`src/rtl/loss_seq_ctrl_pkg.sv`:
```
// Shared Q8.8 types, FSM state encoding and the saturating fixed-point helpers
// used by the loss sequencer and its arithmetic child.
package loss_seq_ctrl_pkg;

  localparam int FRAC_BITS = 8;

  typedef logic signed [15:0] q88_t;

  typedef enum logic [1:0] {S_IDLE, S_ISSUE, S_DRAIN, S_DONE} state_t;

  localparam q88_t Q_MAX = 16'sh7FFF;
  localparam q88_t Q_MIN = 16'sh8000;

  function automatic q88_t q_sub(input q88_t a, input q88_t b);
    logic signed [16:0] d;
    d = {a[15], a} - {b[15], b};
    if (d > 17'sd32767) return Q_MAX;
    if (d < -17'sd32768) return Q_MIN;
    return d[15:0];
  endfunction

  // Product is floored (arithmetic shift), then saturated to Q8.8.
  function automatic q88_t q_mul(input q88_t a, input q88_t b);
    logic signed [31:0] p;
    p = 32'(a) * 32'(b);
    p = p >>> FRAC_BITS;
    if (p > 32'sd32767) return Q_MAX;
    if (p < -32'sd32768) return Q_MIN;
    return p[15:0];
  endfunction

endpackage

```
`src/rtl/loss_seq_ctrl_loss_child.sv`:
```
// One-stage registered gradient unit: grad = (H - Y) * (2/N) in Q8.8.
module loss_seq_ctrl_loss_child
  import loss_seq_ctrl_pkg::*;
(
  input  logic        i_clk,
  input  logic        i_rst_n,
  input  logic        i_valid,
  input  logic [15:0] i_h,
  input  logic [15:0] i_y,
  input  logic [15:0] i_inv,
  output logic        o_valid,
  output logic [15:0] o_grad
);

  always_ff @(posedge i_clk) begin
    if (!i_rst_n) begin
      o_valid <= 1'b0;
      o_grad  <= '0;
    end else begin
      o_valid <= i_valid;
      if (i_valid) o_grad <= q_mul(q_sub(i_h, i_y), i_inv);
    end
  end

endmodule

```
`src/rtl/loss_seq_ctrl.sv`:
```
// Batch sequencer: reads H/Y pairs, computes loss gradients, and writes them
// through a credit-protected skid FIFO so a stalled sink never drops data.
module loss_seq_ctrl
  import loss_seq_ctrl_pkg::*;
#(
  parameter int ADDR_W    = 8,
  parameter int LEN_W     = 8,
  parameter int OUT_DEPTH = 2
) (
  input  logic              clk,
  input  logic              rst,
  input  logic              start,
  input  logic [LEN_W-1:0]  batch_len,
  input  logic [15:0]       inv_batch_size_times_two_in,
  input  logic [ADDR_W-1:0] h_base,
  input  logic [ADDR_W-1:0] y_base,
  input  logic [ADDR_W-1:0] g_base,
  output logic              rd_en,
  output logic [ADDR_W-1:0] rd_addr_h,
  output logic [ADDR_W-1:0] rd_addr_y,
  input  logic [15:0]       rd_h_data,
  input  logic [15:0]       rd_y_data,
  output logic              wr_en,
  output logic [ADDR_W-1:0] wr_addr,
  output logic [15:0]       wr_data,
  input  logic              wr_ready,
  output logic              busy,
  output logic              done
);

  localparam int PW = $clog2(OUT_DEPTH);
  localparam int CW = PW + 1;

  state_t            r_state;
  logic [LEN_W-1:0]  r_len, r_issue_cnt, r_wr_cnt;
  logic [ADDR_W-1:0] r_h_base, r_y_base, r_g_base;
  logic [15:0]       r_inv;
  logic [CW-1:0]     r_credit_used;
  logic [CW-1:0]     r_occ;
  logic [PW-1:0]     r_wptr, r_rptr;
  logic [15:0]       r_mem [OUT_DEPTH];
  logic              r_rd_vld;

  logic              w_issue, w_push, w_pop, w_last_issue, w_last_wr;
  logic [15:0]       w_grad;

  // Credit covers everything issued but not yet accepted by the sink, so the
  // FIFO can always absorb whatever is still in the read/loss pipeline.
  assign w_issue      = (r_state == S_ISSUE) && (r_credit_used < CW'(OUT_DEPTH));
  assign w_last_issue = w_issue && (r_issue_cnt == r_len - LEN_W'(1));
  assign w_pop        = (r_occ != '0) && wr_ready;
  assign w_last_wr    = w_pop && (r_wr_cnt == r_len - LEN_W'(1));

  assign rd_en     = w_issue;
  assign rd_addr_h = r_h_base + ADDR_W'(r_issue_cnt);
  assign rd_addr_y = r_y_base + ADDR_W'(r_issue_cnt);
  assign wr_en     = (r_occ != '0);
  assign wr_addr   = r_g_base + ADDR_W'(r_wr_cnt);
  assign wr_data   = wr_en ? r_mem[r_rptr] : '0;
  assign busy      = (r_state != S_IDLE);
  assign done      = (r_state == S_DONE);

  always_ff @(posedge clk) begin
    if (!rst) begin
      r_state     <= S_IDLE;
      r_len       <= '0;
      r_issue_cnt <= '0;
      r_wr_cnt    <= '0;
      r_h_base    <= '0;
      r_y_base    <= '0;
      r_g_base    <= '0;
      r_inv       <= '0;
    end else begin
      case (r_state)
        S_IDLE: if (start) begin
          r_len       <= batch_len;
          r_inv       <= inv_batch_size_times_two_in;
          r_h_base    <= h_base;
          r_y_base    <= y_base;
          r_g_base    <= g_base;
          r_issue_cnt <= '0;
          r_wr_cnt    <= '0;
          r_state     <= (batch_len == '0) ? S_DONE : S_ISSUE;
        end
        S_ISSUE: if (w_last_issue) r_state <= S_DRAIN;
        S_DRAIN: if (w_last_wr) r_state <= S_DONE;
        S_DONE:  r_state <= S_IDLE;
        default: r_state <= S_IDLE;
      endcase
      if (w_issue) r_issue_cnt <= r_issue_cnt + LEN_W'(1);
      if (w_pop)   r_wr_cnt    <= r_wr_cnt + LEN_W'(1);
    end
  end

  always_ff @(posedge clk) begin
    if (!rst) begin
      r_rd_vld      <= 1'b0;
      r_credit_used <= '0;
      r_occ         <= '0;
      r_wptr        <= '0;
      r_rptr        <= '0;
    end else begin
      r_rd_vld      <= w_issue;
      r_credit_used <= r_credit_used + CW'(w_issue) - CW'(w_pop);
      r_occ         <= r_occ + CW'(w_push) - CW'(w_pop);
      if (w_push) r_wptr <= r_wptr + PW'(1);
      if (w_pop)  r_rptr <= r_rptr + PW'(1);
    end
  end

  always_ff @(posedge clk) begin
    if (w_push) r_mem[r_wptr] <= w_grad;
  end

  loss_seq_ctrl_loss_child u_loss_child (
    .i_clk   (clk),
    .i_rst_n (rst),
    .i_valid (r_rd_vld),
    .i_h     (rd_h_data),
    .i_y     (rd_y_data),
    .i_inv   (r_inv),
    .o_valid (w_push),
    .o_grad  (w_grad)
  );

endmodule
```
`config.mk`:
```
export PLATFORM = sky130hd
export DESIGN_NAME = loss_seq_ctrl
export DESIGN_NICKNAME = d
export VERILOG_FILES = /design/src/rtl/loss_seq_ctrl_pkg.sv /design/src/rtl/loss_seq_ctrl_loss_child.sv /design/src/rtl/loss_seq_ctrl.sv
export SDC_FILE = /design/constraint.sdc
export NUM_CORES = 1
export LEC_CHECK = 0
export BUFFER_PORTS_ARGS = -buffer_cell sky130_fd_sc_hd__buf_4
export CAP_MARGIN = 5
export CELL_PAD_IN_SITES_DETAIL_PLACEMENT = 0
export CELL_PAD_IN_SITES_GLOBAL_PLACEMENT = 1
export CORE_MARGIN = 2
export CORE_UTILIZATION = 52
export DETAILED_ROUTE_END_ITERATION = 8
export PLACE_DENSITY_LB_ADDON = 0.3
export SLEW_MARGIN = 20
export SYNTH_ARGS = -nofsm -noshare
export SYNTH_HDL_FRONTEND = slang
export SYNTH_SLANG_ARGS = --single-unit
```
`constraint.sdc`:
```
create_clock -name clk -period 18.9 [get_ports clk]
set_clock_uncertainty 0.2 [all_clocks]
set_input_delay 3.78 -clock clk [delete_from_list [all_inputs] [get_ports clk]]
set_output_delay 3.78 -clock clk [all_outputs]
set_load 0.01 [all_outputs]
```
* Yosys cells after proc, flatten, opt, wreduce, memory -nomap -nowiden *
Memories as Yosys holds them, arrays and structs flattened. A register that Yosys moved wholly into a read port is not among the register bits.
Cells that the tools add are included.

storage, ports and cells
  flip-flop bits (word level) = 90
  bits in writable memories = 32
  input bits = 84
  output and inout port bits = 44
  word-level logic and storage cells = 97
  memories kept = 1

memories
  memory  depth  width  rd ports  clocked after memory_dff  wr ports  RTL line             text
  r_mem   2      16     1         1                         1         loss_seq_ctrl.sv:41  logic [15:0] r_mem [OUT_DEPTH];

operators by class
  add/subtract/negate cells = 13
  multipliers = 1
  $lt $le $gt $ge = 5
  eq/ne operators = 8
  mux-type cells = 38
  reductions and logical operators = 16

operators by type and width
  kind                                                              count
  2-to-1 mux 16 bit                                                 11
  multiplier 16 x 16 -> 32 bit                                      1
  2-to-1 mux 8 bit                                                  4
  adder 8 bit                                                       3
  greater-than comparator 24 x 16 -> 1 bit (second input constant)  1
  < comparator 24 x 16 -> 1 bit (second input constant)             1
  2-to-1 mux 1 bit                                                  18
  greater-than comparator 17 x 16 -> 1 bit (second input constant)  1
  < comparator 17 x 16 -> 1 bit (second input constant)             1
  subtractor 16 x 16 -> 17 bit                                      1
  adder 8 x 1 -> 8 bit (second input constant)                      2
  == test 8 bit                                                     2
  nonzero test 2 bit                                                6
  zero test 8 bit                                                   1
  2-to-1 mux 2 bit                                                  4
  case mux 2 bit (4 select lines)                                   1
  subtractor 8 x 1 -> 8 bit (second input constant)                 1
  != test 2 bit (second input constant)                             3
  AND reduction 2 bit                                               3
  adder 2 x 1 -> 2 bit                                              2
  == test 2 bit (second input constant)                             2
  logical AND 1 bit                                                 4
  subtractor 2 x 1 -> 2 bit                                         2
  AND reduction 3 bit                                               1
  4 further kinds                                                   5

* Logic depth before layout (Yosys ltp) *
Gate-level depths: netlist of the first run.

  depth in word-level cells = 22
  mapped depth = 40
  mapped depth without buffers = 38

* By module *
A second synthesis of the first run with hierarchy kept.

second synthesis, totals
  cells, all modules = 1961
  area, all modules = 17122.7 um^2

by module, submodules not included
  module                    times used  cells each  area each (um^2)  seq. area each (um^2)
  loss_seq_ctrl_loss_child  1           1376        11755.0           340.3
  loss_seq_ctrl             1           585         5367.6            2442.3

* Worst setup path after synthesis of the first run *
Ideal clock, no wire load.

  path type = input to register
  from = input rd_h_data[0]
  to = register u_loss_child.o_grad[10]
  setup time = 0.122 ns
  arrival = 12.071 ns
  data required time = 18.578 ns
  setup slack = 6.506 ns
  stages = 38
  path buffers = 5
  path through = inv_1 > ha_1 > fa_1 > nand2b_1 > a21oi_1 > o21ai_1 > a21o_1 > buf_4 > inv_1 > nand2_1 > clkbuf_1 > a21oi_1 > clkbuf_1 > nand2_1 > fa_1 > inv_1 > fa_1 > fa_1 > [... 2 more ...] > inv_1 > fa_1 > inv_1 > ha_1 > buf_2 > a21o_1 > a21o_1 > a2111oi_0 > o21ba_1 > o21ai_1 > a31oi_1 > o21ai_1 > xor2_1 > a2111oi_2 > nand4_1 > o22ai_2 > buf_6 > o22ai_1

between the ends
  longest elaborated chain between the ends = 18
  elaborated cells between the ends (all ways) = 28
  those cells by class = add/sub (1); mul (1); order compare (4); mux (22)

RTL lines
  what                            RTL line                        text
  from (decl)                     loss_seq_ctrl.sv:21             input logic [15:0] rd_h_data,
  subtractor 16 x 16 -> 17 bit *  loss_seq_ctrl_pkg.sv:16         d = {a[15], a} - {b[15], b};
  < comparator 17 x 16 -> 1 bit   loss_seq_ctrl_pkg.sv:18         if (d < -17'sd32768) return Q_MIN;
  2-to-1 mux 1 bit (2 in series)  loss_seq_ctrl_pkg.sv:18
  2-to-1 mux 1 bit                loss_seq_ctrl_loss_child.sv:21  if (i_valid) o_grad <= q_mul(q_sub(i_h, i_y), i_inv);
  2-to-1 mux 1 bit                loss_seq_ctrl_loss_child.sv:16  if (!i_rst_n) begin
  2-to-1 mux 16 bit               loss_seq_ctrl_pkg.sv:19         return d[15:0];
  2-to-1 mux 16 bit *             loss_seq_ctrl_pkg.sv:18
  2-to-1 mux 16 bit *             loss_seq_ctrl_loss_child.sv:21
  2-to-1 mux 16 bit *             loss_seq_ctrl_loss_child.sv:16
  multiplier 16 x 16 -> 32 bit *  loss_seq_ctrl_pkg.sv:25         p = 32'(a) * 32'(b);
  < comparator 24 x 16 -> 1 bit   loss_seq_ctrl_pkg.sv:28         if (p < -32'sd32768) return Q_MIN;
  2-to-1 mux 1 bit (2 in series)  loss_seq_ctrl_pkg.sv:28
  2-to-1 mux 1 bit                loss_seq_ctrl_loss_child.sv:21
  2-to-1 mux 1 bit                loss_seq_ctrl_loss_child.sv:16
  2-to-1 mux 16 bit               loss_seq_ctrl_pkg.sv:29         return p[15:0];
  2-to-1 mux 16 bit *             loss_seq_ctrl_pkg.sv:28
  to (signal assigned)            loss_seq_ctrl_loss_child.sv:21
  to (decl)                       loss_seq_ctrl_loss_child.sv:12  output logic [15:0] o_grad

Every way passes the cells marked *; elsewhere a longest branch is shown, timed or not. The select of a mux whose other input is x is not followed.
A chain may end at the register's enable or synchronous reset.

* Worst setup path after layout of the first run *
  from = input rd_h_data[0]
  to = register u_loss_child.o_grad[0]

The elaborated chain is that of the path after synthesis.

==> results.json, run 1 <==
{
  "gr-total-overflow": 0,
  "finalWeightedCongestion": 0.867,
  "endpoint_kind": "flop",
  "yosys_warnings": 0,
  "syn-cell-area_sq_um": 16900,
  "final-max-slew-violation-count": 0,
  "die_w_um": 184,
  "dpl_cell_area_sq_um": 18300,
  "clockBufferDepth": 2,
  "h-tree-depth": 4,
  "clk_pin_slew_ns": 0.07,
  "syn_area_per_cell_sq_um": 8.72,
  "antenna_found_initial": 0,
  "syn-num-nets": 2415,
  "synth_cells": 1939,
  "core.rowCount": 66,
  "synth_top_area_share_pct": 31.4,
  "post_cts_resized": 0,
  "ys_ff_latch": 123,
  "die_h_um": 184,
  "dpl.hpwl_um": 32200,
  "core-area_sq_um": 32300,
  "hold_buffers": 0,
  "fmax_mhz": 73.8,
  "drc": 0,
  "arrival_ns": 13.64,
  "min_period_ns": 13.55,
  "ant_nets": 0,
  "ctsRootBufferMaster": "clkbuf_16",
  "yosysTopAreaCell": "fa_1",
  "final_util_pct": 58.4,
  "cts_sinks": 123,
  "critPathMaxStageDelay_ns": 0.68,
  "finalSetupViolations": 0,
  "required_ns": 18.99,
  "relSlewSlack_pct": 38.9,
  "yosys-top-cells-area": "fa_1 31%, dfxtp_1 11%, ha_1 9.4%, inv_1 8.6%, edfxtp_1 5.7%",
  "port_buffers": 127,
  "gr-usage-all-layers_pct": 26.4,
  "worstMarginPinSlew_ns": 0.915,
  "seq_area_frac_synth_pct": 16.5,
  "grt_pass1_vias": 13700,
  "crit_fanout": 21,
  "vias": 13100,
  "synthDistinctLibCells": 63,
  "final_common_cell": "inv_1",
  "grt_max_degree": 73,
  "viasPerCell": 5.29,
  "drive_above_1_share_pct": 9.85,
  "setup_tns_ns": 0,
  "status": "complete, no violations",
  "initial_core_util_pct": 52.4,
  "synth_ff_type": "dfxtp_1",
  "dieArea_sq_um": 34000,
  "final_area_sq_um": 18900,
  "r2r.worst_path.cells": 23,
  "async_flop_share_pct": 0,
  "clk_latency_ns": 0.45,
  "crit_path_frequent_cell": "fa_1",
  "fin_crit_sh_pct": 71.7,
  "crit_type": "in2reg",
  "synth_edf_count": 32,
  "mostFrequentLayoutCells": "388 x inv_1, 265 x fa_1, 250 x nand2_1, 146 x buf_4, 127 x ha_1",
  "rsz0062_at_grt": "no",
  "holdCritPathClass": "reg2reg",
  "cts_tree": "yes",
  "pin_count": 128,
  "cap_violations": 0,
  "cts_setup_buffers": 0,
  "area_growth_pct": 11.6,
  "hold_depth": 2,
  "startpoint_type": "input port",
  "drtIter0Drc": 717,
  "nNetsFinal": 2504,
  "finalHoldViolCount": 0,
  "crit_slowest_cell": "a21o_1",
  "grt_first_pass_wirelength_um": 69400,
  "numCtsBuffers": 17,
  "first_pass_iters": 5,
  "drt_wl_total_um": 41500,
  "routedWlPerCell_um": 16.7
}
cell usage after synthesis (14+ instances only):
cell	n
ha_1	127
o21bai_1	15
nand2_1	251
o21ai_0	41
xor2_1	32
mux2i_1	18
nand2b_1	22
clkbuf_1	67
xnor2_1	65
edfxtp_1	32
and2_1	119
fa_1	265
dfxtp_1	91
nor3_1	14
nor2_1	75
nand3_1	21
o22ai_1	16
a21o_1	31
a21oi_1	120
inv_1	388
final cells by class:
cell class,instances,area (sq um)
fill,2891,13400
multi-input combinational,1350,12400
sequential,123,2780
inverter,390,1460
timing repair buffer,146,1100
tap,442,553
clock buffer,18,450
clock inverter,14,146
antenna,1,2.50
worst max-delay path: cells and delay by family:
family,cells,cell delay (ns)
compound gates,14,3.83
xor+xnor,1,0.18
fa+ha+maj,9,3.91
buf+inv,6,0.79
simple gates,4,1.12
per-layer routing:
| layer | part of all wire, % | up-vias | global-route usage [%] |
|---|---|---|---|
| li1 | - | 6220 | - |
| met1 | 43 | 6526 | 33.8 |
| met2 | 49 | 319 | 45.5 |
| met3 | 4.4 | 66 | 3.71 |
| met4 | 3.4 | 0 | 9.76 |
| met5 | 0 | - | 0 |
stage by stage:
| step | hold slack [ns] | setup slack (ns) | cells |
|---|---|---|---|
| after floorplan | 0.220 | 6.51 | 1939 |
| after global placement | 0.234 | 4.89 | 2451 |
| after detailed placement | 0.253 | 4.93 | 2451 |
| after CTS | 0.261 | 5.39 | 2483 |
| after global routing | 0.271 | 4.65 | 2483 |
| final | 0.259 | 5.35 | 2484 |
logic make-up after synthesis:
logic type	share of synthesized area (%)
simple gates	15.3
buf+inv	10.4
fa+ha+maj	40.8
compound gates	10.6
flops	16.5
xor+xnor	5.12
mux	1.20
final timing paths:
check / startpoint / endpoint / slack, ns
max: rd_h_data[0] / u_loss_child.o_grad[0] / 5.35
min: r_y_base[4] / r_y_base[4] / 0.26
max reg2reg: r_inv[4] / u_loss_child.o_grad[0] / 10.76
min reg2reg: r_y_base[4] / r_y_base[4] / 0.26
sequential cells by signal (all words and copies together) (netlist names), named ones only:
register / cells
r_len: 8
r_wr_cnt: 8
r_mem: 32
r_credit_used: 2
r_y_base: 8
r_issue_cnt: 8
r_occ: 2
r_wptr: 1
u_loss_child.o_grad: 16
r_state: 2
r_h_base: 8
r_rptr: 1
u_loss_child.o_valid: 1
r_g_base: 8
r_rd_vld: 1
r_inv: 16
Power of run 1 is left out: the tool's default activity adds up to more than one toggle a clock period on the data nets, which glitch-free logic cannot reach.
==> run 2: changes to the inputs <==
--- a/config.mk
+++ b/config.mk
@@ -10,7 +10,7 @@
 export CELL_PAD_IN_SITES_DETAIL_PLACEMENT = 0
 export CELL_PAD_IN_SITES_GLOBAL_PLACEMENT = 1
 export CORE_MARGIN = 2
-export CORE_UTILIZATION = 52
+export CORE_UTILIZATION = 48
 export DETAILED_ROUTE_END_ITERATION = 8
 export PLACE_DENSITY_LB_ADDON = 0.3
 export SLEW_MARGIN = 20
==> constraint.sdc (replaced) <==
create_clock -name clk -period 12.9 [get_ports clk]
set_clock_uncertainty 0.2 [all_clocks]
set_input_delay 2.58 -clock clk [delete_from_list [all_inputs] [get_ports clk]]
set_output_delay 2.58 -clock clk [all_outputs]
set_load 0.01 [all_outputs]
==> run 2 against run 1 <==
Against the previous run: non-clock buffer count is 2 higher; routed wire length is 1.4% higher; worst hold slack hardly changed; design area is 0.14% higher; count of clock-buffer cells in the layout is 1 lower; utilization is 3.9 points lower; sequential share of layout area hardly changed; worst setup slack worse by 4.3 ns; global-route usage is 1.8 points lower; die area is 8.2% higher; critical endpoint is now u_loss_child.o_grad[1].
==> results.json, run 2 (same netlist as run 1, synthesis figures left out) <==
{
  "min_period_ns": 11.80,
  "clockBufferDepth": 2,
  "fmax_mhz": 84.7,
  "dpl.cell_count": 2466,
  "crit_slowest_cell": "a21oi_1",
  "cts_sinks": 123,
  "startpoint_type": "input port",
  "r2r_start": "r_inv[2]",
  "drtIter0Drc": 632,
  "gr-usage-all-layers_pct": 24.6,
  "core.rowCount": 68,
  "diodes": 0,
  "ant_nets": 0,
  "numCtsBuffers": 17,
  "initial_core_util_pct": 48.8,
  "finalHoldViolCount": 0,
  "worstMarginPinSlew_ns": 1.04,
  "post_cts_resized": 0,
  "grt_max_degree": 61,
  "cts_tree": "yes",
  "setup_tns_ns": 0,
  "fin_crit_sh_pct": 91.5,
  "holdCritPathClass": "reg2reg",
  "rsz0062_at_grt": "no",
  "hold_buffers": 0,
  "final-seq-area_sq_um": 2780,
  "crit_fanout": 15,
  "cap_violations": 0,
  "antenna_found_initial": 0,
  "crit_type": "in2reg",
  "preCtsSetupSlack_ns": 0.735,
  "layout_setup_ws_ns": 1.10,
  "final_common_cell": "inv_1",
  "startpoint": "rd_h_data[9]",
  "viasPerCell": 5.19,
  "r2r.worst_path.cells": 24,
  "multi_input_comb_area_sq_um": 12400,
  "critPathMaxStageDelay_ns": 0.78,
  "relSlewSlack_pct": 30.3,
  "crit_path_frequent_cell": "fa_1",
  "die_h_um": 192,
  "regMostFlops": "r_mem",
  "cp.depth": 31,
  "grt_pass1_vias": 13900,
  "crit_family": "adder cells",
  "vias": 13000,
  "layout.cells.non_filler": 2498,
  "finalSetupViolations": 0,
  "port_buffers": 127,
  "drt_wl_total_um": 42000,
  "finalWeightedCongestion": 0.868,
  "first_pass_iters": 6,
  "clk_latency_ns": 0.44,
  "clk_pin_slew_ns": 0.06,
  "final-max-slew-violation-count": 0,
  "dpl.hpwl_um": 33500,
  "reg_top3": "r_mem (32), r_inv (16), u_loss_child.o_grad (16)",
  "drive_above_1_share_pct": 9.84,
  "fillers": 3243,
  "arrival_ns": 11.88,
  "core-area_sq_um": 34600,
  "mostFrequentLayoutCells": "388 x inv_1, 265 x fa_1, 250 x nand2_1, 148 x buf_4, 127 x ha_1",
  "grt_first_pass_wirelength_um": 70200,
  "area_growth_pct": 11.7,
  "dieArea_sq_um": 36700,
  "required_ns": 12.98,
  "r2r_slack_ns": 4.46,
  "r2r-end": "u_loss_child.o_grad[1]",
  "gr-total-overflow": 0,
  "routedWlPerCell_um": 16.8,
  "endpoint_kind": "flop",
  "cts_setup_buffers": 0,
  "die_w_um": 192,
  "status": "complete, no violations",
  "path_buf_inv": 3,
  "nNetsFinal": 2506,
  "endpoint": "u_loss_child.o_grad[1]",
  "largest_register_ffs": 32,
  "drc": 0,
  "pin_count": 128,
  "ctsRootBufferMaster": "clkbuf_16",
  "h-tree-depth": 4
}
run 2: area by class of cell:
cell class	instances	area share [%]
Multi-Input combinational cell	1350	65.5
Clock inverter	15	0.927
Inverter	390	7.75
Clock buffer	17	2.25
Sequential cell	123	14.7
Tap cell	455	3.01
Timing Repair Buffer	148	5.88
run 2: worst min path at each step:
stage / to / startpoint / cells past startpoint / slack, ns
3_3_place_gp: r_mem[0][9] / u_loss_child.o_grad[9] / 0 / 0.23
3_5_place_dp: r_mem[1][15] / u_loss_child.o_grad[15] / 0 / 0.25
6_report: r_g_base[5] / r_g_base[5] / 2 / 0.26
2_1_floorplan: r_mem[0][10] / u_loss_child.o_grad[10] / 0 / 0.22
4_1_cts: r_y_base[6] / r_y_base[6] / 2 / 0.26
5_1_grt: r_mem[1][9] / u_loss_child.o_grad[9] / 0 / 0.27
run 2: worst min-delay path: stages, from the launching register on:
cell and delay (ns):
dfxtp_1 0.31, nand2_1 0.05, a21oi_1 0.05
run 2: layer usage:
metal | GRT usage (%) | up-vias | routed length [um]
met3 | 2.78 | 67 | 1640
met4 | 9.26 | 0 | 1350
li1 | - | 6228 | -
met2 | 42.4 | 313 | 20700
met1 | 31.8 | 6369 | 18400
met5 | 0 | - | 0
run 2: metrics by stage:
step	instance area (sq um)	hold WS, ns	util (%)
floorplan	16900	0.220	-
global placement	18300	0.231	52.8
detailed placement	18300	0.251	52.8
CTS	18900	0.262	54.6
global route	18900	0.267	54.6
finish	18900	0.259	54.6
Power of run 2 is left out for the same reason.
==> run 3: changes to the inputs <==
--- a/config.mk
+++ b/config.mk
@@ -11,6 +11,7 @@
 export CELL_PAD_IN_SITES_GLOBAL_PLACEMENT = 1
 export CORE_MARGIN = 2
 export CORE_UTILIZATION = 48
+export CTS_BUF_LIST = sky130_fd_sc_hd__clkbuf_4 sky130_fd_sc_hd__clkbuf_8 sky130_fd_sc_hd__clkbuf_16
 export DETAILED_ROUTE_END_ITERATION = 8
 export PLACE_DENSITY_LB_ADDON = 0.3
 export SLEW_MARGIN = 20
==> constraint.sdc (replaced) <==
create_clock -name clk -period 11.11 [get_ports clk]
set_clock_uncertainty 0.2 [all_clocks]
set_input_delay 2.222 -clock clk [delete_from_list [all_inputs] [get_ports clk]]
set_output_delay 2.222 -clock clk [all_outputs]
set_load 0.01 [all_outputs]
==> run 3 against run 2 <==
Against the previous run: routed wire length shrank 3.1%; register-to-register slack lost 1.1 ns; largest cell class unchanged; critical path type unchanged; highest routed layer unchanged; worst hold slack lost 0.0012 ns.
==> results.json, run 3 (same netlist as run 1, synthesis figures left out) <==
{
  "required_ns": 11.21,
  "clk_pin_slew_ns": 0.06,
  "nNetsFinal": 2524,
  "fmax_mhz": 94.6,
  "die_h_um": 192,
  "clk_latency_ns": 0.45,
  "cts_sinks": 123,
  "crit_path_frequent_cell": "fa_1",
  "viasPerCell": 5.17,
  "grt_max_degree": 64,
  "vias": 13000,
  "crit_fanout": 15,
  "critPathMaxStageDelay_ns": 0.56,
  "worstMarginPinSlew_ns": 0.885,
  "endpoint_kind": "flop",
  "mostFrequentLayoutCells": "388 x inv_1, 265 x fa_1, 249 x nand2_1, 165 x buf_4, 127 x ha_1",
  "drive_above_1_share_pct": 10.8,
  "grt.busiest_layer": "met2",
  "endpoint": "u_loss_child.o_grad[0]",
  "core.rowCount": 68,
  "final_common_cell": "inv_1",
  "dieArea_sq_um": 36700,
  "hold_buffers": 0,
  "rsz0062_at_grt": "no",
  "gr-usage-all-layers_pct": 24.0,
  "r2r-end": "u_loss_child.o_grad[0]",
  "pin_count": 128,
  "fillers": 3203,
  "largest_register_ffs": 32,
  "routedWlPerCell_um": 16.2,
  "dpl.hpwl_um": 32800,
  "arrival_ns": 10.68,
  "grt_first_pass_wirelength_um": 68800,
  "h-tree-depth": 4,
  "numCtsBuffers": 17,
  "final-max-slew-violation-count": 0,
  "global_route.usage.met1_pct": 31.7,
  "ctsRootBufferMaster": "clkbuf_16",
  "min_from": "r_y_base[6]",
  "gr-total-overflow": 0,
  "r2r_slack_ns": 3.34,
  "grt_pass1_vias": 13500,
  "first_pass_iters": 5,
  "crit_slowest_cell": "fa_1",
  "drc": 0,
  "crit_type": "in2reg",
  "finalSetupViolations": 0,
  "initial_core_util_pct": 48.8,
  "startpoint": "rd_h_data[0]",
  "port_buffers": 127,
  "diodes": 0,
  "holdCritPathClass": "reg2reg",
  "regMostFlops": "r_mem",
  "r2r_start": "r_inv[1]",
  "setup_tns_ns": 0,
  "area_growth_pct": 12.8,
  "finalWeightedCongestion": 0.866,
  "clockBufferDepth": 2,
  "status": "complete, no violations",
  "drt_wl_total_um": 40800,
  "cts_tree": "yes",
  "r2r.worst_path.cells": 24,
  "finalHoldViolCount": 0,
  "die_w_um": 192,
  "relSlewSlack_pct": 40.9,
  "ant_nets": 0,
  "fin_crit_sh_pct": 95.2,
  "met2_usage_pct": 42.4,
  "antenna_found_initial": 0,
  "min_period_ns": 10.57,
  "core-area_sq_um": 34600,
  "startpoint_type": "input port",
  "cap_violations": 0,
  "grt_util_met3_pct": 2.50,
  "reg_top3": "r_mem (32), r_inv (16), u_loss_child.o_grad (16)",
  "drtIter0Drc": 594
}
==> run 3: changes by cell type in the layout (fill, tap and decap cells not counted), sizes merged <==
| cell | delta |
|---|---|
| inv | -3 |
| clkbuf | +2 |
| bufinv | +1 |
| buf | +18 |
==> run 3: per-stage QoR <==
stage          setup WS [ns]  util, %  cell area [sq um]  hold slack, ns  cells
6_report               0.536     55.1              19100           0.258   2516
5_1_grt               0.0462     55.1              19100           0.279   2516
4_1_cts                0.481     55.0              19000           0.261   2514
3_5_place_dp         0.00196     53.2              18400           0.253   2482
3_3_place_gp           0.182     53.2              18400           0.248   2482
2_1_floorplan          0.274        -              16900           0.220   1939
==> run 3: worst min path at each step <==
stage                         to  cells past startpoint  slack [ns]
floorplan           r_mem[0][10]                      0        0.22
global placement     r_y_base[6]                      2        0.25
detailed placement   r_y_base[6]                      2        0.25
CTS                  r_y_base[6]                      2        0.26
global route         r_g_base[2]                      2        0.28
finish               r_y_base[6]                      2        0.26
==> run 3: metal layers <==
metal / up-vias / wire [um]
met5: - / 0
met2: 242 / 20800
met3: 33 / 1450
li1: 6274 / -
met1: 6458 / 18000
met4: 0 / 501
==> run 3: final cells by class <==
cell class	instances	area, sq um	area share, %
clock buffers	19	458	2.40
clock inverters	13	150	0.787
inverters	390	1460	7.68
multi-input cells	1350	12400	65.0
flip-flops and latches	123	2780	14.6
well taps	455	569	2.99
repair buffers	166	1260	6.60
==> run 3: worst max-delay path: cells and delay by family <==
kind,cells,cell delay (ns)
adder cells (fa/ha/maj),10,4.68
AO/OA/AOI/OAI,13,2.36
AND/OR/NAND/NOR,3,0.39
buffers and inverters,7,0.81
XOR/XNOR,1,0.17
==> run 3: repair_timing <==
item / in CTS / in global routing
gates resized for setup: 0 / 7
buffers inserted: 0 / 2
endpoints found under the setup margin: 0 / 15
Power of run 3 is left out for the same reason.
